`config.mk`:
```
export PLATFORM = sky130hd
export DESIGN_NAME = param_datapath
export DESIGN_NICKNAME = d
export VERILOG_FILES = /design/src/rtl/dp_pkg.sv /design/src/rtl/dp_regfile.sv /design/src/rtl/param_datapath.sv
export SDC_FILE = /design/constraint.sdc
export NUM_CORES = 1
export LEC_CHECK = 0
export ABC_CLOCK_PERIOD_IN_PS = 11950
export BUFFER_PORTS_ARGS = -buffer_cell sky130_fd_sc_hd__buf_2
export CAP_MARGIN = 20
export CORE_MARGIN = 5
export CORE_UTILIZATION = 60
export CTS_BUF_LIST = sky130_fd_sc_hd__clkbuf_4
export CTS_CLUSTER_SIZE = 16
export DETAILED_ROUTE_END_ITERATION = 12
export PLACE_DENSITY = 0.79
export SLEW_MARGIN = 10
export SYNTH_ARGS = -nofsm -noshare
export SYNTH_HDL_FRONTEND = slang
export SYNTH_SLANG_ARGS = --single-unit
```
`constraint.sdc`:
```
create_clock -name clk -period 11.95 [get_ports clk]
set_clock_uncertainty 0.1 [all_clocks]
set_input_delay 3.585 -clock clk [delete_from_list [all_inputs] [get_ports clk]]
set_output_delay 3.585 -clock clk [all_outputs]
set_load 0.05 [all_outputs]
```
`src/rtl/dp_pkg.sv`:
```
// Shared op_sel encodings and status flag bit positions for param_datapath.
package dp_pkg;

  localparam logic [3:0] OP_ZERO = 4'b0000;
  localparam logic [3:0] OP_PASS = 4'b0001;
  localparam logic [3:0] OP_SUB  = 4'b0010;
  localparam logic [3:0] OP_ADD  = 4'b0100;
  localparam logic [3:0] OP_NEG  = 4'b0101;
  localparam logic [3:0] OP_AND  = 4'b0110;
  localparam logic [3:0] OP_OR   = 4'b0111;
  localparam logic [3:0] OP_EQ   = 4'b1000;
  localparam logic [3:0] OP_GT   = 4'b1001;

  localparam int FLAG_ZERO  = 0;
  localparam int FLAG_CARRY = 1;
  localparam int NFLAGS     = 2;

  // Only the adder/subtractor produce a meaningful carry.
  function automatic logic updatesCarry(input logic [3:0] op);
    return (op == OP_ADD) || (op == OP_SUB);
  endfunction

endpackage

```
`src/rtl/dp_regfile.sv`:
```
// NREGS x WIDTH register file: one write port, two async read ports plus a debug read port.
// Write lands at the clock edge; reads are combinational. Async reset clears every entry.
module dp_regfile #(
  parameter int WIDTH = 8,
  parameter int NREGS = 16,
  parameter int AW    = $clog2(NREGS)
) (
  input  logic             clk,
  input  logic             rst,
  input  logic             wrEn,
  input  logic [AW-1:0]    wrAddr,
  input  logic [WIDTH-1:0] wrData,
  input  logic [AW-1:0]    rdAddrA,
  output logic [WIDTH-1:0] rdDataA,
  input  logic [AW-1:0]    rdAddrB,
  output logic [WIDTH-1:0] rdDataB,
  input  logic [AW-1:0]    dbgAddr,
  output logic [WIDTH-1:0] dbgData
);

  logic [WIDTH-1:0] mem [NREGS];

  always_ff @(posedge clk or posedge rst) begin
    if (rst) begin
      for (int i = 0; i < NREGS; i++) begin
        mem[i] <= '0;
      end
    end else if (wrEn) begin
      mem[wrAddr] <= wrData;
    end
  end

  assign rdDataA = mem[rdAddrA];
  assign rdDataB = mem[rdAddrB];
  assign dbgData = mem[dbgAddr];

endmodule

```
`src/rtl/param_datapath.sv`:
```
// Two-stage (EX -> WB) register/ALU datapath; result visible in WB one cycle after accept.
// RAW on the WB entry stalls in_ready for one cycle unless DP_FORWARD_EN bypasses wb_data.
module param_datapath
  import dp_pkg::*;
#(
  parameter int WIDTH = 8,
  parameter int NREGS = 16,
  parameter int AW    = $clog2(NREGS)
) (
  input  logic             clk,
  input  logic             rst,
  input  logic             in_valid,
  output logic             in_ready,
  input  logic             load_sel,
  input  logic [WIDTH-1:0] load_data,
  input  logic [AW-1:0]    dst_sel,
  input  logic [AW-1:0]    a_sel,
  input  logic [AW-1:0]    b_sel,
  input  logic [3:0]       op_sel,
  output logic             wb_valid,
  output logic [AW-1:0]    wb_dst,
  output logic [WIDTH-1:0] wb_data,
  output logic             flag_zero,
  output logic             flag_carry,
  input  logic [AW-1:0]    dbg_sel,
  output logic [WIDTH-1:0] dbg_data
);

  typedef struct packed {
    logic             valid;
    logic [AW-1:0]    dst;
    logic [WIDTH-1:0] data;
    logic             updZero;
    logic             updCarry;
    logic             carry;
  } wbStage_t;

  wbStage_t         wbQ;
  logic [NFLAGS-1:0] flagsQ;
  logic [WIDTH-1:0] rfA, rfB, opA, opB;
  logic [WIDTH-1:0] aluRes;
  logic [WIDTH:0]   sum;
  logic             aluCarry;
  logic             hazardA, hazardB, accept;

  dp_regfile #(.WIDTH(WIDTH), .NREGS(NREGS), .AW(AW)) u_regfile (
    .clk     (clk),
    .rst     (rst),
    .wrEn    (wbQ.valid),
    .wrAddr  (wbQ.dst),
    .wrData  (wbQ.data),
    .rdAddrA (a_sel),
    .rdDataA (rfA),
    .rdAddrB (b_sel),
    .rdDataB (rfB),
    .dbgAddr (dbg_sel),
    .dbgData (dbg_data)
  );

  assign hazardA = wbQ.valid && (wbQ.dst == a_sel);
  assign hazardB = wbQ.valid && (wbQ.dst == b_sel);

`ifdef DP_FORWARD_EN
  assign opA      = hazardA ? wbQ.data : rfA;
  assign opB      = hazardB ? wbQ.data : rfB;
  assign in_ready = !rst;
`else
  // One bubble lets the pending write land before the operands are read.
  assign opA      = rfA;
  assign opB      = rfB;
  assign in_ready = !rst && !(hazardA || hazardB);
`endif

  assign accept = in_valid && in_ready;

  always_comb begin
    aluRes   = '0;
    aluCarry = 1'b0;
    sum      = {1'b0, opA} + {1'b0, opB};
    case (op_sel)
      OP_ZERO: aluRes = '0;
      OP_PASS: aluRes = opA;
      OP_SUB: begin
        aluRes   = opA - opB;
        aluCarry = (opA >= opB);
      end
      OP_ADD: begin
        aluRes   = sum[WIDTH-1:0];
        aluCarry = sum[WIDTH];
      end
      OP_NEG:  aluRes = -opA;
      OP_AND:  aluRes = opA & opB;
      OP_OR:   aluRes = opA | opB;
      OP_EQ:   aluRes[0] = (opA == opB);
      OP_GT:   aluRes[0] = (opA > opB);
      default: aluRes = '0;
    endcase
  end

  always_ff @(posedge clk or posedge rst) begin
    if (rst) begin
      wbQ <= '0;
    end else begin
      wbQ.valid <= accept;
      if (accept) begin
        wbQ.dst      <= dst_sel;
        wbQ.data     <= load_sel ? load_data : aluRes;
        wbQ.updZero  <= !load_sel;
        wbQ.updCarry <= !load_sel && updatesCarry(op_sel);
        wbQ.carry    <= aluCarry;
      end
    end
  end

  // Flags follow the write-back, so they change at the same edge as the register.
  always_ff @(posedge clk or posedge rst) begin
    if (rst) begin
      flagsQ <= '0;
    end else if (wbQ.valid) begin
      if (wbQ.updZero)  flagsQ[FLAG_ZERO]  <= (wbQ.data == '0);
      if (wbQ.updCarry) flagsQ[FLAG_CARRY] <= wbQ.carry;
    end
  end

  assign wb_valid   = wbQ.valid;
  assign wb_dst     = wbQ.dst;
  assign wb_data    = wbQ.data;
  assign flag_zero  = flagsQ[FLAG_ZERO];
  assign flag_carry = flagsQ[FLAG_CARRY];

endmodule

```
* Word level (Yosys, flattened, before mapping)
Index checks and enable logic that the tools add are counted.
** Operators by class
- Add/sub/neg operators :: 3
- Magnitude comparators :: 7
- Equal/unequal tests :: 11
- Muxes and demuxes :: 16
- Bitwise gates (word level) :: 6
- Reduce and logical (&&, ||, !) cells :: 14
** Operators with widths (count)
- $bwmux W128 :: 1
- $bmux W8 S4 :: 3
- $mux W8 :: 8
- $pmux W7 S6 :: 1
- $demux W8 S4 :: 1
- $ge A5 B5 Y1 const B :: 4
- $not A4 Y5 :: 4
- $eq A4 B3 Y1 const B :: 4
- $add A8 B8 Y9 :: 1
- $and A8 B8 Y8 :: 1
- $eq A4 B4 Y1 :: 2
- $eq A4 B4 Y1 const B :: 2
- $eq A8 B8 Y1 :: 1
- $ge A8 B8 Y1 :: 1
- $gt A8 B8 Y1 :: 1
- $logic_not A8 Y1 :: 1
- $neg A8 Y8 :: 1
- $or A8 B8 Y8 :: 1
- $pmux W1 S8 :: 1
- $sub A8 B8 Y8 :: 1
- $logic_and A1 B1 Y1 :: 6
- $lt A5 B1 Y1 const B :: 1
- $eq A4 B1 Y1 const B :: 1
- $eq A4 B2 Y1 const B :: 1
- 4 further kinds :: 8
** Storage, ports and cells
- Register bits :: 146
- Word-level logic and storage cells :: 81

* Longest topological paths before layout
- Depth in word-level cells :: 7
- Depth in mapped cells :: 15

* Hierarchy
Synthesis repeated with hierarchy kept, for this count alone.
** Unflattened totals
- Cells, all modules :: 802
- Area total of the unflattened synthesis :: 10040.9 sq um
** Modules (own cells, without submodules)
- dp_regfile :: times used 1, cells an instance 505, area each 7708.6 sq um, seq. area each 3203.1 sq um
- param_datapath :: times used 1, cells an instance 297, area each 2332.2 sq um, seq. area each 450.4 sq um

* Least setup slack after synthesis
No wires, ideal clock.
- Path kind :: in2out
- Start point :: input port dbg_sel[0]
- End point :: output port dbg_data[0]
- Arrival time :: 5533 ps
- Slack :: 2732 ps
- Stages :: 4
- Cell sequence :: clkbuf_1 buf_1 mux4_2 mux4_2
** On the way
- Cells in the longest elaborated chain, start to end :: 4
** Ends and longest elaborated chain
- from (decl) :: RTL line param_datapath.sv:25 : input logic [AW-1:0] dbg_sel,
- $not A4 Y5 (not written as such) :: RTL line dp_regfile.sv:35 : assign dbgData = mem[dbgAddr];
- $bmux W8 S4 :: RTL line dp_regfile.sv:35
- $mux W8 (not written as such) (2 in a row) :: RTL line dp_regfile.sv:35
- to (decl) :: RTL line param_datapath.sv:26 : output logic [WIDTH-1:0] dbg_data
Every way passes these cells. The select of a mux whose other input is x is not followed.

* Worst setup path after layout
Ends and elaborated chain as after synthesis.

==> results.md <==
- Status: complete, no violations
- Cell Chain, Critical Path: buf_2 -> buf_12 -> mux4_2 -> mux4_2 -> buf_2
- Critical path startpoint category: input pin
- Crit-path slowest cell: mux4_2
- Leakage: approximately 4.7 nW
- Synthesized instance count: 750
- Metal1 wirelength: between 10000 and 15000 um
- RSZ-0062 raised after global routing: false
- Port bufs: 55
- Vias in the first global route: 7230
- Mapped Avg Cell Area: around 14 um2
- Setup CP Type: input pin to output port
- Slew @ Worst Pin: between 1 and 1.5 ns
- FMAX: roughly 0.11 GHz
- R2R Path Start: u_regfile.mem[48]
- Sequential-to-total area share from yosys stat: 0.359
- Synth Cell Area: 10200 um2
- Highest routed layer: met4
- Antenna Violating Nets Remaining: 0
- Metal2 WL: 13600 um
- Final Slew Violations: 0
- Clock Latency Late Sink: just under 0.6 ns
- Met3 WL post-DR: ~2500 um
- Syn_nets: slightly above 800
- Reg2reg setup slack: 7.90 ns
- Sequential cell area: about 3700 um2
- Initial DRC Count: 740
- Sink Count: ~150
- Fillers: between 1k and 1.5k
- Std cell rows: 47
- Worst EP required: slightly above 8 ns
- Wire length per cell: roughly 27 um
- Crit path arrival time: around 5.5 ns
- Finish-stage setup viols: 0
- Routed Wire Length: about 27000 um
- Clock-pin slew on the worst setup and hold paths: 0.13 ns
- P per Cell Area: about 190 nW/um2
- Io pins: 56
- CTS Hold Bufs: 0
- Buffer count from post-CTS setup fixing: 0
- CP bufs+invs: 3
- Worst IR Drop VDD: between 0.1 and 0.15 mV
- Routed vias/inst: between 7 and 8
- Max-cap violations: 0
- Slew headroom: 0.181
- WHS Path Cells: 2
- CTS tree: done
- Seq cells post-synth: 146
- Worst Path Max Fanout: 24
- Ys Warns: 0
- Total gr overflow: 0
- HPWL after DPL: ~18000 um
- Placed instance count: about 970
- Clock Tree Root: clkbuf_4
- Post-route non-filler standard cell count: 1000
- Initial antenna violation count: 1
- Final hold vios: 0
- Largest net degree at the start of global routing: between 70 and 80
- Tot GR Track Use: 0.281
- Tightest hold margin: roughly 0.40 ns
- Worst Reg-to-Reg Cells: 13
- Synth Flop Type: dfrtp_1
- H-tree depth: 4
- Post-CTS sizing: 0
- Post-synth EDFFs: 0
- Commonest non-fill, non-tap cell in the layout: dfrtp_1
- Synth unique cells: 75
- Dpl ws: between 2 and 2.5 ns
- Gp weighted congestion: about 0.92
- Worst R2R End: wb_data[6]
- Die ar.: between 15000 and 20000 um2
- Crit path max-delay family: multiplexers
- Share of cells above drive strength 1: 0.453
- Most frequent cells in the layout: dfrtp_1, mux2_2, mux4_2
- Synth async-reset ratio: 1.00
- Setup ws final: 2.76 ns
- Die X: 140 um
- Final period util: 0.769
- Max stage delay on crit path: between 0.5 and 0.6 ns
- First-pass GRT wire length: ~42000 um
- Die Y: between 100 and 150 um
- Setup TNS Final: 0 ns
- Min cycle time layout: 9.19 ns
- Starting Density: 0.612
- Nature of the critical path endpoint: output port
- Core area: ~17000 um2
- Multi-input combinational cell area: a little over 6000 um2
- Layout Nets: 825
- Clock buffer count from CTS: 17
- Hold Path Class: register to register
- CTS Buffer Depth: 2
- Hold EP: flagsQ[0]
- Area delta synth->final: 5.50%
- HP Start: flagsQ[0]
- DRC viols: 0
- First drt pass iteration count: 9
- Via count: 7259
==> cell usage after synthesis, types with 3 or more instances <==
library cell,n,area share
a221oi_4,3,0.0077
ha_1,25,0.031
o21bai_1,4,0.0029
o41ai_1,3,0.0026
buf_1,9,0.0033
nand2_1,32,0.012
a21oi_1,16,0.0079
nor4_1,4,0.0025
and2_1,4,0.0025
o31ai_1,3,0.0022
or4_1,3,0.0022
a211oi_1,5,0.0037
or3_1,3,0.0018
o21ai_1,3,0.0015
a22o_1,4,0.0034
mux2_2,135,0.15
nand2b_1,6,0.0037
mux2i_1,3,0.0029
o21ai_0,19,0.0093
nor3_1,6,0.0029
mux4_1,16,0.041
clkbuf_1,39,0.014
buf_4,17,0.013
a21o_1,4,0.0029
nor2b_1,5,0.0031
xnor2_1,7,0.0060
nor2_1,28,0.010
a221oi_1,3,0.0026
xor2_1,5,0.0043
dfrtp_1,146,0.36
a22oi_1,3,0.0022
mux4_2,99,0.22
nand3b_1,7,0.0052
o31a_1,3,0.0026
a31oi_1,3,0.0018
inv_1,22,0.0081
==> power by group <==
| group | switching, mW | leakage, nW | internal (mW) |
|---|---|---|---|
| combinational | 0.438 | 2.65 | 0.469 |
| clock | 0.204 | 0.134 | 0.108 |
| sequential | 0.181 | 1.94 | 0.641 |
| total | 0.823 | 4.73 | 1.22 |
==> through the flow <==
step                total power [mW]   util  area, um2
floorplan                       1.50      -      10200
global placement                1.67  0.626      10400
detailed placement              1.72  0.627      10400
finish                          2.04  0.646      10800
CTS                             2.02  0.644      10700
global route                    2.15  0.646      10800
==> per-layer routing <==
layer / vias up / track usage
met2: 479 / 0.453
li1: 2971 / -
met5: - / 0
met4: 0 / 0.131
met1: 3711 / 0.364
met3: 98 / 0.0671
==> flip-flops by register name (all words and copies together) (netlist names) <==
register / cells
u_regfile.mem: 128
wbQ: 3
wb_valid: 1
wb_data: 8
flagsQ: 2
wb_dst: 4
==> worst register-to-register path, cell delays in order, from the launching register on <==
cell	delay, ns
dfrtp_1	0.44
mux4_2	0.48
a22o_1	0.27
a221oi_4	0.41
inv_1	0.10
ha_1	0.26
fa_1	0.43
a21oi_1	0.19
o21bai_1	0.13
a31o_2	0.29
a221oi_1	0.28
a21oi_1	0.09
a2111oi_2	0.35
a21oi_1	0.11
==> how the worst max path moves through the flow <==
stage / startpoint / endpoint / slack, ns / cells past startpoint
2_1_floorplan: dbg_sel[0] / dbg_data[0] / 2.73 / 4
3_5_place_dp: dbg_sel[0] / dbg_data[0] / 2.39 / 4
6_report: dbg_sel[0] / dbg_data[0] / 2.76 / 5
4_1_cts: dbg_sel[0] / dbg_data[0] / 2.38 / 4
5_1_grt: dbg_sel[0] / dbg_data[0] / 2.67 / 5
3_3_place_gp: dbg_sel[0] / dbg_data[5] / 2.44 / 4
==> final cells by class <==
type / instances / area share
clock inverters: 15 / 0.0138
inverters: 25 / 0.00966
diodes: 1 / 0.000233
flip-flops and latches: 146 / 0.340
multi-input cells: 506 / 0.561
well taps: 220 / 0.0256
repair buffers: 70 / 0.0379
clock buffers: 17 / 0.0119
==> kinds of logic after synthesis <==
| group | Yosys count | synth area share |
|---|---|---|
| buffers and inverters | 98 | 0.0496 |
| AND/OR/NAND/NOR | 112 | 0.0577 |
| flip-flops | 146 | 0.359 |
| multiplexers | 253 | 0.412 |
| adder cells (fa/ha/maj) | 27 | 0.0346 |
| XOR/XNOR | 12 | 0.0103 |
| AO/OA/AOI/OAI | 102 | 0.0771 |
Note: power is estimated with default switching activity, not from simulation.
